<file path="src/rtl/hazard_unit_mc.sv">
// Purpose: hazard control for the five-stage core: forwarding, load-use, multi-cycle E stall, redirect flush, perf counters.
// Latency: forwarding/stall/flush/MdDoneE are combinational from inputs and FSM state; FSM and counters update on clk.
// Backpressure: a multi-cycle op holds F/D/E for MD_LAT-1 cycles and bubbles M; load-use holds F/D for one cycle.
module hazard_unit_mc #(
  parameter int MD_LAT = 4,
  parameter int RA_W   = 5,
  parameter int CNT_W  = 16
) (
  input  logic             clk,
  input  logic             rst,
  input  logic [RA_W-1:0]  A1,
  input  logic [RA_W-1:0]  A2,
  input  logic [RA_W-1:0]  Rs1E,
  input  logic [RA_W-1:0]  Rs2E,
  input  logic [RA_W-1:0]  RdE,
  input  logic [RA_W-1:0]  RdM,
  input  logic [RA_W-1:0]  RdW,
  input  logic [1:0]       ResultSrcE,
  input  logic             RegWriteM,
  input  logic             RegWriteW,
  input  logic [1:0]       PCSrcE,
  input  logic             MdE,
  output logic             StallF,
  output logic             StallD,
  output logic             StallE,
  output logic             FlushD,
  output logic             FlushE,
  output logic             FlushM,
  output logic [1:0]       ForwardAE,
  output logic [1:0]       ForwardBE,
  output logic             MdDoneE,
  output logic [CNT_W-1:0] StallCnt,
  output logic [CNT_W-1:0] FlushCnt
);

  // Down-counter must hold MD_LAT-2; keep at least one bit so MD_LAT==1 still elaborates.
  localparam int MD_CNT_W = (MD_LAT > 1) ? $clog2(MD_LAT) : 1;
  localparam logic [MD_CNT_W-1:0] MD_CNT_LOAD = MD_CNT_W'((MD_LAT > 1) ? (MD_LAT - 2) : 0);
  localparam logic [CNT_W-1:0]    CNT_MAX     = {CNT_W{1'b1}};

  typedef enum logic {
    MD_IDLE = 1'b0,
    MD_BUSY = 1'b1
  } md_state_e;

  md_state_e           state_q, state_d;
  logic [MD_CNT_W-1:0] cnt_q, cnt_d;
  logic [CNT_W-1:0]    stall_cnt_q, stall_cnt_d;
  logic [CNT_W-1:0]    flush_cnt_q, flush_cnt_d;

  logic md_stall;
  logic md_done;
  logic lw_stall;
  logic redirect;

  // Pick the youngest in-flight producer; M wins over W, x0 never forwards.
  function automatic logic [1:0] fwd_sel(
    input logic [RA_W-1:0] src,
    input logic            wr_m,
    input logic [RA_W-1:0] rd_m,
    input logic            wr_w,
    input logic [RA_W-1:0] rd_w
  );
    logic [1:0] sel;
    sel = 2'b00;
    if (src != '0) begin
      if (wr_m && (rd_m == src)) begin
        sel = 2'b10;
      end else if (wr_w && (rd_w == src)) begin
        sel = 2'b01;
      end
    end
    return sel;
  endfunction

  // Operand forwarding selects for both E-stage sources.
  always_comb begin
    ForwardAE = fwd_sel(Rs1E, RegWriteM, RdM, RegWriteW, RdW);
    ForwardBE = fwd_sel(Rs2E, RegWriteM, RdM, RegWriteW, RdW);
  end

  // Load in E whose destination is read by the D-stage instruction.
  always_comb begin
    lw_stall = (ResultSrcE == 2'b01) && (RdE != '0) && ((A1 == RdE) || (A2 == RdE));
    redirect = (PCSrcE != 2'b00);
  end

  // Multi-cycle execute sequencer: stall until the last occupancy cycle, then pulse done.
  always_comb begin
    state_d  = state_q;
    cnt_d    = cnt_q;
    md_stall = 1'b0;
    md_done  = 1'b0;
    case (state_q)
      MD_IDLE: begin
        if (MdE) begin
          if (MD_LAT > 1) begin
            md_stall = 1'b1;
            state_d  = MD_BUSY;
            cnt_d    = MD_CNT_LOAD;
          end else begin
            md_done = 1'b1;
          end
        end
      end
      MD_BUSY: begin
        if (cnt_q != '0) begin
          md_stall = 1'b1;
          cnt_d    = cnt_q - MD_CNT_W'(1);
        end else begin
          md_done = 1'b1;
          state_d = MD_IDLE;
        end
      end
      default: begin
        state_d = MD_IDLE;
        cnt_d   = '0;
      end
    endcase
  end

  // Resolve hazard sources into pipeline-register controls, highest priority first.
  always_comb begin
    StallF  = 1'b0;
    StallD  = 1'b0;
    StallE  = 1'b0;
    FlushD  = 1'b0;
    FlushE  = 1'b0;
    FlushM  = 1'b0;
    MdDoneE = md_done;
    if (md_stall) begin
      // Redirects and load-use cannot coexist with a multi-cycle op in E.
      StallF = 1'b1;
      StallD = 1'b1;
      StallE = 1'b1;
      FlushM = 1'b1;
    end else if (redirect) begin
      // D is being discarded, so a pending load-use stall on it is moot.
      FlushD = 1'b1;
      FlushE = 1'b1;
    end else if (lw_stall) begin
      StallF = 1'b1;
      StallD = 1'b1;
      FlushE = 1'b1;
    end
  end

  // Saturating performance counters for fetch stalls and redirect flushes.
  always_comb begin
    stall_cnt_d = stall_cnt_q;
    flush_cnt_d = flush_cnt_q;
    if (StallF && (stall_cnt_q != CNT_MAX)) begin
      stall_cnt_d = stall_cnt_q + CNT_W'(1);
    end
    if (FlushD && (flush_cnt_q != CNT_MAX)) begin
      flush_cnt_d = flush_cnt_q + CNT_W'(1);
    end
  end

  assign StallCnt = stall_cnt_q;
  assign FlushCnt = flush_cnt_q;

  // State and counter registers; reset abandons any in-flight multi-cycle op.
  always_ff @(posedge clk) begin
    if (rst) begin
      state_q     <= MD_IDLE;
      cnt_q       <= '0;
      stall_cnt_q <= '0;
      flush_cnt_q <= '0;
    end else begin
      state_q     <= state_d;
      cnt_q       <= cnt_d;
      stall_cnt_q <= stall_cnt_d;
      flush_cnt_q <= flush_cnt_d;
    end
  end

endmodule
</file>
<file path="config.mk">
export PLATFORM = sky130hd
export DESIGN_NAME = hazard_unit_mc
export DESIGN_NICKNAME = d
export VERILOG_FILES = /design/src/rtl/hazard_unit_mc.sv
export SDC_FILE = /design/constraint.sdc
export NUM_CORES = 1
export LEC_CHECK = 0
export CAP_MARGIN = 20
export CORE_UTILIZATION = 35
export DETAILED_ROUTE_END_ITERATION = 10
export PLACE_DENSITY_LB_ADDON = 0.15
export SLEW_MARGIN = 0
export SYNTH_ARGS = -nofsm -noshare
export SYNTH_HDL_FRONTEND = slang
export SYNTH_SLANG_ARGS = --single-unit
</file>
<file path="constraint.sdc">
create_clock -name clk -period 1.9 [get_ports clk]
set_input_delay 0.38 -clock clk [delete_from_list [all_inputs] [get_ports clk]]
set_output_delay 0.38 -clock clk [all_outputs]
set_load 0.005 [all_outputs]
</file>
==> out/results.md, run 1 <==
| Stage | Item | This run |
|:---|:---|:---|
| floorplan | Die Wd | 81.0 um |
| floorplan | Initial standard-cell utilization of the core | 0.367 |
| critical path | Critical Setup Path Class | reg2reg |
| timing | Final setup violation count | 18 |
| cells and area | Diode count | 0 |
| route | Post-Route WL | 6910 um |
| timing | Fin Setup TNS | -1.00 ns |
| timing | Number of endpoints with negative hold slack in the final report | 0 |
| critical path | Crit path capture type | register |
| critical path | Worst-path fanout max | 8 |
| route | Vias after detailed routing | 2460 |
| route | Number of DRC violations after detailed routing | 0 |
| critical path | Critical Path RT | 2.12 ns |
| cells and area | Ratio of cells with drive above 1 in the final layout | 0.371 |
| floorplan | Count of standard-cell rows | 28 |
| power | Switching portion of total power | 0.263 |
| grt | Initial antenna violation count | 0 |
| clock network | Level count of the clock H-tree | 2 |
| synth | Number of flip-flops and latches in the synthesized netlist | 35 |
| grt | Number of global-route vias before repair | 2355 |
| power | Standby leakage power | 1.51 nW |
| power | Clock network power share | 0.345 |
| critical path | Startpoint type of the worst setup path | register |
| route | Number of search-and-repair iterations in the first detailed-routing pass | 4 |
| route | Starting DRC count in detailed routing | 84 |
| timing | Final Cycle Share | 1.06 |
| clock network | Worst-Skew Late Latency | 0.29 ns |
| timing | Highest Clock Rate | 0.495 GHz |
| power | Pint | 0.00149 W |
| clock network | Number of CTS-inserted buffers | 5 |
| floorplan | Die area | 6570 um2 |
| synth | Most common flop cell mapped by yosys | sky130_fd_sc_hd__dfxtp_1 |
| grt | First-pass GRT wire length | 10700 um |
| clock network | Clock sink count | 35 |
| timing | Worst-case hold slack | 0.510 ns |
| power | Maximum vdd ir drop | 0.486 mV |
| power | Logic pwr share | 0.276 |
| synth | Distinct cell type count of the synthesized netlist | 39 |
| timing | Transition time at the pin with the least slew margin | 0.351 ns |
| critical path | Arrival @ worst endpoint | 2.24 ns |
| cells and area | Nets@finish | 448 |
| synth | Fraction of post-synthesis cell area in the top cell type by area | 0.321 |
| timing | Worst-case clock skew | 0.00977 ns |
| synth | Number of synthesis warnings | 0 |
| timing | Final Critical Period | 2.02 ns |
| synth | Gate Count Post-Synth | 265 |
| flow run | Max-cap viol count | 0 |
| clock network | Clock-pin slew on the worst setup and hold paths | 0.08 ns |
| synth | Share of flip-flops with an asynchronous set or reset | 0 |
| floorplan | Ports | 87 |
| timing | Setup repair after global routing missed its margin | yes |
| synth | Avg Inst Size Synth | 8.25 um2 |
| clock network | TritonCTS clock tree | done |
| synth | Biggest area contributors in the synthesized netlist | sky130_fd_sc_hd__dfxtp_1 32%, sky130_fd_sc_hd__xor2_1 11%, sky130_fd_sc_hd__xnor2_1 6.8%, sky130_fd_sc_hd__nor2_1 6.5%, sky130_fd_sc_hd__mux2_2 3.6% |
| placed design | Worst setup slack after placement | -0.708 ns |
| synth | Top cell type by total area after synthesis | sky130_fd_sc_hd__dfxtp_1 |
| cells and area | Area growth from synthesis to layout | 77.8% |
| status | Failing checks | negative setup slack |
| power | Cell Pwr Density | 522 nW/um2 |
| placed design | Number of buffer cells added on primary ports | 86 |
| grt | Remaining global-route overflow | 0 |
| floorplan | Vertical die dimension | 81.0 um |
| cells and area | Count of fill cells added during filler insertion | 528 |
| timing | Min setup slack post-route | -0.119 ns |
| grt | Largest net degree at the start of global routing | 43 |
| timing | Pins over their slew limit | 0 |
| power | Share of total power in sequential cells | 0.379 |
| clock network | CTS max path bufs | 2 |
| synth | Cell Area, Synth | 2190 um2 |
| route | Post-route ant nets | 0 |
| min path | Worst hold path type | reg2reg |
| synth | Synth cell count leaders | 38 x sky130_fd_sc_hd__nor2_1, 35 x sky130_fd_sc_hd__dfxtp_1, 27 x sky130_fd_sc_hd__xor2_1 |
| synth | Number of synthesized flops with an enable pin | 0 |
| floorplan | Area inside the core boundary | 5960 um2 |
| timing | Slew headroom | 0.765 |
| grt | Total global-route track usage | 0.208 |
| route | Post-DR vias/cell | 5.16 |
| cells and area | Area taken by flip-flops and latches | 704 um2 |
| synth | Post-synthesis net count | 312 |
| clock network | Cell at the root of the clock tree | sky130_fd_sc_hd__clkbuf_8 |
| status | Run status | complete, but fails checks |
| cells and area | Total area of multi-input combinational cells | 1750 um2 |
| placed design | Final HPWL DP | 4740 um |
| placed design | Global placer's final weighted congestion | 0.802 |
| power | Reported net switching power | 0.000534 W |
| synth | Proportion of synthesized chip area in sequential cells | 0.321 |
| synth | Dominant cell by count in the synthesized netlist | sky130_fd_sc_hd__nor2_1 |
| route | Average detailed-routed wire length per instance | 14.5 um |
==> stage by stage <==
stage               std cells  utilization  instance area (um2)  power [W]
floorplan                 265            -                 2210   0.000964
global placement          455        0.574                 3420    0.00121
detailed placement        455        0.574                 3420    0.00122
CTS                       475        0.631                 3760    0.00200
global route              477        0.653                 3890    0.00212
finish                    477        0.653                 3890    0.00203
==> per-layer routing <==
metal / vias up / wire, um / track usage
li1: 1216 / - / -
met1: 1172 / 3050 / 0.263
met2: 66 / 3300 / 0.355
met3: 6 / 499 / 0.0506
met4: 0 / 53 / 0.0464
met5: - / 0 / 0
==> power by group through the flow <==
stage	clock (W)	combinational [W]	sequential, W
3_5_place_dp	0	0.000435	0.000783
3_3_place_gp	0	0.000426	0.000782
6_report	0.000700	0.000559	0.000769
2_1_floorplan	0	0.000179	0.000785
5_1_grt	0.000747	0.000602	0.000773
4_1_cts	0.000720	0.000517	0.000767
==> cell type report <==
type | instances | share of cell area
clock buffers | 6 | 0.0212
multi-input cells | 215 | 0.450
inverters | 5 | 0.00580
well taps | 75 | 0.0241
clock inverters | 2 | 0.00901
flip-flops and latches | 35 | 0.181
repair buffers | 139 | 0.309
==> cells in the final DEF, fill, tap and decap left out, types with 3 or more instances in the layout <==
cell	n
sky130_fd_sc_hd__a211oi_2	3
sky130_fd_sc_hd__a21oi_1	10
sky130_fd_sc_hd__a21oi_2	3
sky130_fd_sc_hd__and3_1	5
sky130_fd_sc_hd__and4_1	3
sky130_fd_sc_hd__buf_2	16
sky130_fd_sc_hd__buf_4	43
sky130_fd_sc_hd__buf_6	11
sky130_fd_sc_hd__clkbuf_2	5
sky130_fd_sc_hd__clkbuf_8	6
sky130_fd_sc_hd__clkdlybuf4s50_1	38
sky130_fd_sc_hd__dfxtp_1	32
sky130_fd_sc_hd__dfxtp_2	3
sky130_fd_sc_hd__dlygate4sd2_1	20
sky130_fd_sc_hd__inv_2	3
sky130_fd_sc_hd__mux2_4	5
sky130_fd_sc_hd__nand2_1	13
sky130_fd_sc_hd__nand3_1	13
sky130_fd_sc_hd__nand4_1	11
sky130_fd_sc_hd__nor2_1	34
sky130_fd_sc_hd__nor2_4	3
sky130_fd_sc_hd__nor2b_1	8
sky130_fd_sc_hd__nor3_2	5
sky130_fd_sc_hd__nor4b_4	3
sky130_fd_sc_hd__o21ai_0	3
sky130_fd_sc_hd__o31ai_1	6
sky130_fd_sc_hd__or4_1	5
sky130_fd_sc_hd__or4_4	3
sky130_fd_sc_hd__xnor2_1	16
sky130_fd_sc_hd__xor2_1	24
sky130_fd_sc_hd__xor2_2	3
==> kinds of logic (layout without fill, tap and decap cells) <==
family | after synthesis | after routing | share of synthesized area
buf+inv | 15 | 152 | 0.0338
mux | 8 | 8 | 0.0406
simple gates | 125 | 125 | 0.302
flops | 35 | 35 | 0.321
xor+xnor | 44 | 44 | 0.176
compound gates | 35 | 35 | 0.110
fa+ha+maj | 3 | 3 | 0.0172
==> what timing repair did <==
action | in CTS | in global routing
pin swaps | 43 | 27
setup endpoints to repair | 31 | 32
hold buffers | 0 | 0
gates resized for setup | 162 | 40
setup buffers | 12 | 3
hold endpoints to repair | 0 | 0
==> worst max-delay path, cell delays in order (launching register included) <==
cell and delay, ns:
sky130_fd_sc_hd__dfxtp_2 0.33, sky130_fd_sc_hd__inv_2 0.04, sky130_fd_sc_hd__ha_4 0.15, sky130_fd_sc_hd__and2_4 0.13, sky130_fd_sc_hd__or2_4 0.25, sky130_fd_sc_hd__o21a_4 0.14, sky130_fd_sc_hd__buf_6 0.13, sky130_fd_sc_hd__buf_8 0.13
sky130_fd_sc_hd__or4_1 0.50, sky130_fd_sc_hd__a21oi_1 0.14
==> worst paths after layout <==
path | depth (start not counted) | from | to | slack (ns)
max | 9 | cnt_q[1] | StallCnt[6] | -0.12
min | 2 | StallCnt[4] | StallCnt[4] | 0.51
max reg2reg | 9 | cnt_q[1] | StallCnt[6] | -0.12
min reg2reg | 2 | StallCnt[4] | StallCnt[4] | 0.51
==> sequential cells by signal (all words and copies together) (netlist names) <==
signal / count
state_q: 1
FlushCnt: 16
StallCnt: 16
cnt_q: 2
(Power assumes the default switching activity.)
==> run 2, diff against run 1 <==
ABC_AREA = 1   (was default)
MAX_ROUTING_LAYER = met4   (was default)
==> out/results.md, run 2 <==
| Stage | Item | This run |
|:---|:---|:---|
| cells and area | Nets@finish | 570 |
| floorplan | Die Wd | 86.1 um |
| timing | Final Cycle Share | 0.984 |
| min path | Hold Path End | cnt_q[0] |
| synth | Avg Inst Size Synth | 6.20 um2 |
| critical path | Startpoint type of the worst setup path | register |
| critical path | Crit path capture type | output pin |
| cells and area | Commonest non-fill, non-tap cell in the layout | sky130_fd_sc_hd__nand2_1 |
| clock network | Cell at the root of the clock tree | sky130_fd_sc_hd__clkbuf_8 |
| synth | Distinct cell type count of the synthesized netlist | 33 |
| route | Starting DRC count in detailed routing | 110 |
| grt | Remaining global-route overflow | 0 |
| clock network | CTS max path bufs | 2 |
| route | Average detailed-routed wire length per instance | 11.4 um |
| power | Share of total power in sequential cells | 0.412 |
| cells and area | Diode count | 0 |
| synth | Compound-Gate Fraction of Synth Area | 0.112 |
| grt | Largest net degree at the start of global routing | 21 |
| critical path | Critical Path RT | 1.52 ns |
| critical path | Arrival @ worst endpoint | 1.49 ns |
| synth | Biggest area contributors in the synthesized netlist | sky130_fd_sc_hd__dfxtp_1 28%, sky130_fd_sc_hd__nand2_1 15%, sky130_fd_sc_hd__nor2_1 8.8%, sky130_fd_sc_hd__inv_1 8.0%, sky130_fd_sc_hd__a21oi_1 6.5% |
| placed design | Total cell area at the placement stage | 3640 um2 |
| route | Post-route ant nets | 0 |
| min path | Cell depth of the worst hold path | 1 |
| route | Vias after detailed routing | 2934 |
| power | Clock network power share | 0.274 |
| clock network | Number of CTS-inserted buffers | 5 |
| placed design | Global placer's final weighted congestion | 0.875 |
| synth | Dominant cell by count in the synthesized netlist | sky130_fd_sc_hd__nand2_1 |
| floorplan | Die area | 7410 um2 |
| cells and area | Count of fill cells added during filler insertion | 679 |
| synth | Post-synthesis net count | 446 |
| cells and area | Area growth from synthesis to layout | 54.2% |
| synth | Largest family of logic cells by synthesized area | simple AND/OR/NAND/NOR gates |
| synth | Cell Area, Synth | 2470 um2 |
| grt | Number of global-route vias before repair | 2766 |
| critical path | Worst reg2reg startpoint | cnt_q[1] |
| cells and area | Ratio of cells with drive above 1 in the final layout | 0.195 |
| critical path | Critical Setup Path Class | reg2out |
| clock network | Clock sink count | 35 |
| grt | Total global-route track usage | 0.206 |
| placed design | Worst setup slack after placement | -0.642 ns |
| synth | Gate Count Post-Synth | 399 |
| placed design | Number of buffer cells added on primary ports | 86 |
| synth | Share of flip-flops with an asynchronous set or reset | 0 |
| timing | Final Critical Period | 1.87 ns |
| synth | Synthesized-area fraction occupied by and/or/nand/nor cells | 0.390 |
| placed design | Final HPWL DP | 5530 um |
| timing | Slew headroom | 0.725 |
| floorplan | Area inside the core boundary | 6790 um2 |
| synth | Proportion of synthesized chip area in sequential cells | 0.283 |
| clock network | Level count of the clock H-tree | 2 |
| clock network | Clock-pin slew on the worst setup and hold paths | 0.07 ns |
| synth | Synth cell count leaders | 97 x sky130_fd_sc_hd__nand2_1, 58 x sky130_fd_sc_hd__nor2_1, 53 x sky130_fd_sc_hd__inv_1 |
| critical path | Reg-to-Reg End | FlushCnt[0] |
| synth | Post-synthesis share of cell area spent on xor and xnor gates | 0.0849 |
| power | Tot Pwr | 0.00193 W |
| timing | Worst-case clock skew | 0.00163 ns |
| power | Maximum vdd ir drop | 0.313 mV |
| power | Switching portion of total power | 0.300 |
| grt | First-pass GRT wire length | 12100 um |
| route | Number of search-and-repair iterations in the first detailed-routing pass | 4 |
| grt | Initial antenna violation count | 0 |
| timing | Highest Clock Rate | 0.535 GHz |
| route | Number of DRC violations after detailed routing | 0 |
| cells and area | Non-Filler Cell Area, Final | 3820 um2 |
| timing | Min setup slack post-route | 0.0307 ns |
| clock network | Total of hold buffers inserted after clock tree synthesis | 0 |
| critical path | Flop-to-flop setup slack | 0.18 ns |
| synth | Number of flip-flops and latches in the synthesized netlist | 35 |
| min path | Hold path startpoint | cnt_q[0] |
| timing | Final setup violation count | 0 |
| cells and area | Commonest non-fill, non-tap cells in the layout | 93 x sky130_fd_sc_hd__nand2_1, 54 x sky130_fd_sc_hd__nor2_1, 45 x sky130_fd_sc_hd__inv_1, 39 x sky130_fd_sc_hd__clkdlybuf4s50_1, 37 x sky130_fd_sc_hd__buf_4 |
| power | Reported net switching power | 0.000577 W |
| power | Standby leakage power | 1.69 nW |
| floorplan | Vertical die dimension | 86.1 um |
| floorplan | Initial standard-cell utilization of the core | 0.364 |
| power | Logic pwr share | 0.314 |
| power | Cell Pwr Density | 505 nW/um2 |
| synth | Top cell type by total area after synthesis | sky130_fd_sc_hd__dfxtp_1 |
| synth | Fraction of synthesized area in multiplexers | 0 |
| power | Pint | 0.00135 W |
| synth | Number of synthesized flops with an enable pin | 0 |
| cells and area | Area taken by flip-flops and latches | 706 um2 |
| synth | Adder-cell area share of the yosys netlist | 0.0152 |
| timing | Pins over their slew limit | 0 |
| critical path | Worst r2r path cells | 13 |
| status | Run status | complete, no violations |
| timing | Fin Setup TNS | 0 ns |
| route | Post-DR vias/cell | 4.73 |
| clock network | Worst-Skew Late Latency | 0.28 ns |
| cells and area | Total area of multi-input combinational cells | 1590 um2 |
| synth | Number of synthesis warnings | 0 |
| clock network | TritonCTS clock tree | done |
| min path | Worst hold path type | reg2reg |
| synth | Fraction of post-synthesis cell area in the top cell type by area | 0.283 |
| route | Post-Route WL | 7040 um |
| flow run | Max-cap viol count | 0 |
| timing | Number of endpoints with negative hold slack in the final report | 0 |
| synth | Most common flop cell mapped by yosys | sky130_fd_sc_hd__dfxtp_1 |
| floorplan | Ports | 87 |
| floorplan | Count of standard-cell rows | 30 |
| timing | Transition time at the pin with the least slew margin | 0.410 ns |
| critical path | Worst-path fanout max | 3 |
-- run 2: cell types whose count changed after synthesis, sizes merged, moves of 8 or more --
| cell | change |
|---|---|
| or4 | -8 |
| xnor2 | -10 |
| nand3 | +16 |
| a21oi | +18 |
| nor2b | -8 |
| nand2 | +84 |
| o21ai | +8 |
| nor2 | +23 |
| xor2 | -10 |
| inv | +49 |
-- run 2: how the worst max path moves through the flow --
stage	from	end
after floorplan	StallCnt[0]	StallCnt[9]
final	cnt_q[1]	FlushE
after CTS	A1[2]	StallD
after global placement	RdE[4]	StallD
after detailed placement	RdE[3]	StallD
after global routing	cnt_q[1]	FlushE
-- run 2: power groups by stage --
stage / clock network [W] / registers [W] / logic (W)
global placement: 0 / 0.000804 / 0.000556
finish: 0.000527 / 0.000793 / 0.000605
floorplan: 0 / 0.000814 / 0.000238
detailed placement: 0 / 0.000806 / 0.000564
CTS: 0.000540 / 0.000789 / 0.000570
global route: 0.000586 / 0.000798 / 0.000671
-- run 2: per-layer routing --
layer	wire, um	up-vias	GRT usage	share of wire
li1	-	1530	-	-
met1	3020	1342	0.237	0.43
met2	3760	58	0.378	0.53
met3	223	4	0.0318	0.032
met4	36	0	0.0409	0.0051
met5	0	-	-	0
-- run 2: critical path, cell delays in order, from the launching register on --
cell and delay [ns]:
sky130_fd_sc_hd__dfxtp_2 0.32, sky130_fd_sc_hd__inv_2 0.07, sky130_fd_sc_hd__ha_4 0.15, sky130_fd_sc_hd__nand2_4 0.05, sky130_fd_sc_hd__o21ai_4 0.07, sky130_fd_sc_hd__inv_2 0.05, sky130_fd_sc_hd__buf_4 0.13, sky130_fd_sc_hd__buf_4 0.13
sky130_fd_sc_hd__a21oi_2 0.10, sky130_fd_sc_hd__buf_2 0.13
-- run 2: what timing repair did --
item / in CTS / in global routing
resized for setup: 90 / 45
endpoints found under the setup margin: 10 / 25
pin swaps: 16 / 15
setup buffers: 7 / 2
-- run 2: layout make-up --
| class | count | area share |
|---|---|---|
| flip-flops and latches | 35 | 0.185 |
| repair buffers | 128 | 0.293 |
| clock inverters | 1 | 0.00131 |
| multi-input cells | 299 | 0.416 |
| clock buffers | 7 | 0.0200 |
| inverters | 54 | 0.0531 |
| well taps | 96 | 0.0315 |
-- run 2: cells by family (layout without fill, tap and decap cells) --
family	after synthesis	after routing
simple gates	221	221
buf+inv	65	190
compound gates	51	51
flops	35	35
xor+xnor	24	24
fa+ha+maj	3	3
-- run 2: metrics by stage --
step,hold WS [ns],std cells,util
2_1_floorplan,0.422,399,-
3_3_place_gp,0.439,603,0.535
3_5_place_dp,0.446,603,0.535
4_1_cts,0.425,618,0.551
5_1_grt,0.459,620,0.562
6_report,0.435,620,0.562
